### src/rtl/data_bus_bridge.sv
// data_bus_bridge: turns the core's single-cycle load/store strobes into a
// valid/ready request plus a one-pulse response, stalling the core meanwhile.
// Optional feature macro: BUS_TIMEOUT_EN adds a watchdog that aborts a
// transaction after TIMEOUT_CYCLES cycles in REQ+RESP and sets sticky bus_error.
module data_bus_bridge #(
    parameter int TIMEOUT_CYCLES = 16
) (
    input  logic        clock,
    input  logic        reset_n,
    input  logic [31:0] core_address,
    input  logic [31:0] core_write_data,
    input  logic [3:0]  core_byte_enable,
    input  logic        core_read_enable,
    input  logic        core_write_enable,
    output logic [31:0] core_read_data,
    output logic        core_stall,
    output logic        bus_req_valid,
    input  logic        bus_req_ready,
    output logic        bus_req_write,
    output logic [31:0] bus_req_address,
    output logic [31:0] bus_req_data,
    output logic [3:0]  bus_req_strobe,
    input  logic        bus_resp_valid,
    input  logic [31:0] bus_resp_data,
    output logic        bus_error
);

    typedef enum logic [1:0] {IDLE, REQ, RESP, DONE} state_t;

    state_t      r_state;
    logic [31:0] r_rdata;
    logic        r_valid;
    logic        r_write;
    logic [31:0] r_addr;
    logic [31:0] r_data;
    logic [3:0]  r_strb;

    logic        w_start;
    logic        w_timeout;

    assign w_start = core_read_enable | core_write_enable;

`ifdef BUS_TIMEOUT_EN
    localparam logic [7:0] LIMIT = 8'(TIMEOUT_CYCLES - 1);

    logic [7:0] r_cnt;
    logic       r_error;
    logic       w_expire;

    // The count equals the number of cycles already spent in REQ+RESP, so
    // hitting LIMIT means this is the last allowed cycle.
    assign w_expire  = (r_cnt == LIMIT);
    // A response on the expiry cycle completes normally instead of aborting.
    assign w_timeout = w_expire &&
                       ((r_state == REQ) || (r_state == RESP && !bus_resp_valid));
    assign bus_error = r_error;

    // Watchdog counter: cleared when a request is launched, runs in REQ/RESP.
    always_ff @(posedge clock or negedge reset_n) begin
        if (!reset_n) begin
            r_cnt <= 8'd0;
        end else if (r_state == IDLE && w_start) begin
            r_cnt <= 8'd0;
        end else if (r_state == REQ || r_state == RESP) begin
            r_cnt <= r_cnt + 8'd1;
        end
    end

    // Sticky error flag, cleared only by reset.
    always_ff @(posedge clock or negedge reset_n) begin
        if (!reset_n) begin
            r_error <= 1'b0;
        end else if (w_timeout) begin
            r_error <= 1'b1;
        end
    end
`else
    assign w_timeout = 1'b0;
    // Without the watchdog the flag is constant 0 over the legal parameter range.
    assign bus_error = (TIMEOUT_CYCLES == 0);
`endif

    // Transaction FSM with registered request payload and load-data return.
    always_ff @(posedge clock or negedge reset_n) begin
        if (!reset_n) begin
            r_state <= IDLE;
            r_rdata <= 32'h0;
            r_valid <= 1'b0;
            r_write <= 1'b0;
            r_addr  <= 32'h0;
            r_data  <= 32'h0;
            r_strb  <= 4'h0;
        end else begin
            case (r_state)
                IDLE: begin
                    if (w_start) begin
                        // Store wins when both strobes are raised.
                        r_write <= core_write_enable;
                        r_addr  <= core_address & 32'hFFFF_FFFC;
                        r_data  <= core_write_data;
                        r_strb  <= core_write_enable ? core_byte_enable : 4'hF;
                        r_valid <= 1'b1;
                        r_state <= REQ;
                    end
                end
                REQ: begin
                    if (w_timeout) begin
                        r_valid <= 1'b0;
                        if (!r_write) r_rdata <= 32'h0;
                        r_state <= DONE;
                    end else if (bus_req_ready) begin
                        r_valid <= 1'b0;
                        r_state <= RESP;
                    end
                end
                RESP: begin
                    if (bus_resp_valid) begin
                        if (!r_write) r_rdata <= bus_resp_data;
                        r_state <= DONE;
                    end else if (w_timeout) begin
                        if (!r_write) r_rdata <= 32'h0;
                        r_state <= DONE;
                    end
                end
                default: r_state <= IDLE;
            endcase
        end
    end

    // Stall is combinational so the core freezes in the same cycle it issues;
    // gating with reset_n releases the core immediately on an abort by reset.
    assign core_stall = reset_n &&
                        ((r_state == IDLE && w_start) || r_state == REQ || r_state == RESP);

    assign core_read_data  = r_rdata;
    assign bus_req_valid   = r_valid;
    assign bus_req_write   = r_write;
    assign bus_req_address = r_addr;
    assign bus_req_data    = r_data;
    assign bus_req_strobe  = r_strb;

endmodule

### config.mk
export PLATFORM = sky130hd
export DESIGN_NAME = data_bus_bridge
export DESIGN_NICKNAME = d
export VERILOG_FILES = /design/src/rtl/data_bus_bridge.sv
export SDC_FILE = /design/constraint.sdc
export NUM_CORES = 1
export LEC_CHECK = 0
export ABC_CLOCK_PERIOD_IN_PS = 1680
export BUFFER_PORTS_ARGS = -buffer_cell sky130_fd_sc_hd__buf_2
export CORE_ASPECT_RATIO = 1.4
export CORE_MARGIN = 4
export CORE_UTILIZATION = 45
export DETAILED_ROUTE_END_ITERATION = 8
export PLACE_DENSITY = 0.8
export SLEW_MARGIN = 0
export SYNTH_ARGS = -nofsm -noshare
export SYNTH_HDL_FRONTEND = slang
export SYNTH_SLANG_ARGS = --single-unit
### constraint.sdc
create_clock -name clock -period 1.68 [get_ports clock]
set_input_delay 0.084 -clock clock [delete_from_list [all_inputs] [get_ports clock]]
set_output_delay 0.084 -clock clock [all_outputs]
set_load 0.01 [all_outputs]
==> qor.txt <==
Final hold violations = 0
# nets final = 672
Remaining global-route overflow = 0
CTS Sinks = 102
WL per Instance = 16.5 µm
Clock root buffer = clkbuf_16
Netlist Area Pre-Place = 3950 µm²
Vias = 3192
Drt initial violations = 94
Worst skew pair latency = 0.33 ns
Req. time, crit path = 1.60 ns
Post-synth EDFFs = 0
Max Slew Vio Count = 0
Avg Inst Size Synth = 16.0 µm²
Synth area leader = dfrtp_1
Leakage = 3.18 nW
1st-pass router iterations = 4
Post-synthesis register bit count = 102
Vias/cell = 4.74
Area Overhead vs Synth = 64.3%
Ys Warns = 0
Top cells by count, synth = dfrtp_1 (102), mux2_2 (90), buf_4 (9)
CTS tree = yes
IO Count = 210
Seq/Total Area, Yosys = 0.647
Post-Syn Instances = 247
Die extent in y = 119 µm
Setup crit end kind = output pin
First-pass GRT wire length = 17500 µm
Pre-CTS setup slack = -0.0121 ns
Gr usage total = 0.217
Die Span X = 87.1 µm
Status = complete, no violations
PortBufs = 204
Leading post-synthesis cells by cell area = dfrtp_1 (65%), mux2_2 (26%), buf_4 (1.7%), mux2_1 (1.4%), ha_1 (1.3%)
Synth async-reset ratio = 1.00
Max_cap viols = 0
Layout Skew = 0.00637 ns
Drt total wl = 11100 µm
Crit path launch type = register
Hold Slack = 0.0251 ns
Clock Tree Buf Depth = 2
Final Cycle Share = 0.966
Max VDD drop = 0.00109 V
Dpl hpwl = 6570 µm
H-Tree Depth = 3
Crit Path Max Fanout = 13
Largest net degree at the start of global routing = 103
CP arrival = 1.54 ns
Endpoints failing setup = 0
Placer Congestion = 0.751
Vias in the first global route = 3634
Total CTS buffers = 9
# DRC = 0
Peak Freq = 616 MHz
Core area = 8560 µm²
Reg clk slew, reported paths = 0.07 ns
PD cells = 1760 nW/µm²
Initial antenna violation count = 0
Rel. slew slack = 0.653
Setup ws final = 0.0576 ns
# rows = 40
Post-layout minimum cycle time = 1.62 ns
Hold Crit Class = input pin to register
Post-synth cell types = 19
Critical path class = register to output pin
Top FF cell, synth = dfrtp_1
Most frequent cell after synthesis = dfrtp_1
Antenna viol nets, final = 0
Layout cells sized above 1 = 0.586
Synth top area share = 0.647
Starting Density = 0.461
Die area = 10300 µm²
Worst-Margin Slew = 0.520 ns
==> report_power, final <==
part	switching, mW	total (mW)	internal [mW]
registers	0.619	4.35	3.73
logic	2.28	5.06	2.78
clock network	0.843	1.96	1.12
==> cell type report <==
type	instances	area, µm²
sequential	102	2550
timing repair buffer	315	2170
fill	493	2080
multi-input combinational	131	1330
clock buffer	13	270
tap	105	131
clock inverter	3	17.5
inverter	3	11.3
antenna	1	2.50
==> flip-flops by register name, indices dropped and copies added (netlist names) <==
name,count
r_state,2
core_read_data,32
bus_req_strobe,4
bus_req_valid,1
bus_req_data,32
bus_req_write,1
bus_req_address,30
==> final timing paths <==
kind                                startpoint                  to  slack (ns)  depth (start not counted)
min in group asynchronous              reset_n  core_read_data[17]        0.43                          3
hold / removal             core_byte_enable[0]   bus_req_strobe[0]        0.03                          3
setup reg to reg                    r_state[0]  bus_req_address[4]        0.06                          6
hold reg to reg              bus_req_strobe[0]   bus_req_strobe[0]        0.48                          2
setup / recovery                    r_state[0]          core_stall        0.06                          6
max in group asynchronous              reset_n  bus_req_address[3]        0.87                          3
==> worst max-delay path, cell delays in order (launching register included) <==
cell	delay [ns]
dfrtp_1	0.40
inv_2	0.10
ha_4	0.16
o21ai_4	0.10
buf_12	0.17
a21boi_2	0.12
buf_2	0.14
==> metrics by stage <==
step / std cells / TNS, ns / util / power (mW) / area, µm²
floorplan: 249 / 0 / - / 6.99 / 3950
global placement: 552 / 0 / 0.599 / 8.73 / 5120
detailed placement: 552 / -0.0121 / 0.599 / 8.94 / 5120
CTS: 666 / 0 / 0.750 / 11.3 / 6420
global route: 672 / -0.0111 / 0.757 / 12.1 / 6480
finish: 673 / 0 / 0.757 / 11.4 / 6480
==> cells in the final DEF, fill, tap and decap left out, types with 2 or more instances in the layout <==
master	netlist	layout
buf_2	4	203
dfrtp_1	102	102
dlygate4sd3_1	0	95
mux2_2	90	90
buf_4	9	12
clkbuf_16	0	9
nor2b_1	7	7
o21ai_0	7	7
nand2_1	7	7
mux2_1	5	5
buf_12	0	4
conb_1	1	3
clkbuf_8	0	3
inv_2	0	2
ha_1	4	2
clkinv_2	0	2
==> per-layer routing <==
| layer | up-vias | GRT usage | share of wire |
|---|---|---|---|
| met5 | - | 0 | 0 |
| met4 | 0 | 0.0816 | 0.023 |
| met3 | 22 | 0.0628 | 0.082 |
| met2 | 133 | 0.398 | 0.56 |
| met1 | 1554 | 0.227 | 0.33 |
| li1 | 1483 | - | - |
==> repair_timing <==
action,in CTS,in global routing
pin swaps,0,1
gates resized for setup,5,3
hold endpoints to repair,196,0
endpoints found under the setup margin,2,24
buffers inserted,2,6
cloned,1,0
hold buffers,95,0
==> kinds of logic (layout without fill, tap and decap cells) <==
kind of cell	count (synthesis)	after routing	share of synthesized area
adders and majority gates	4	4	0.0127
DFF	102	102	0.647
muxes	96	96	0.274
buffers and inverters	16	334	0.0251
AOI/OAI and AO/OA	9	9	0.0149
other	1	4	0.000951
and+or+nand+nor	19	19	0.0257
Power figures use the tool's default switching activity.
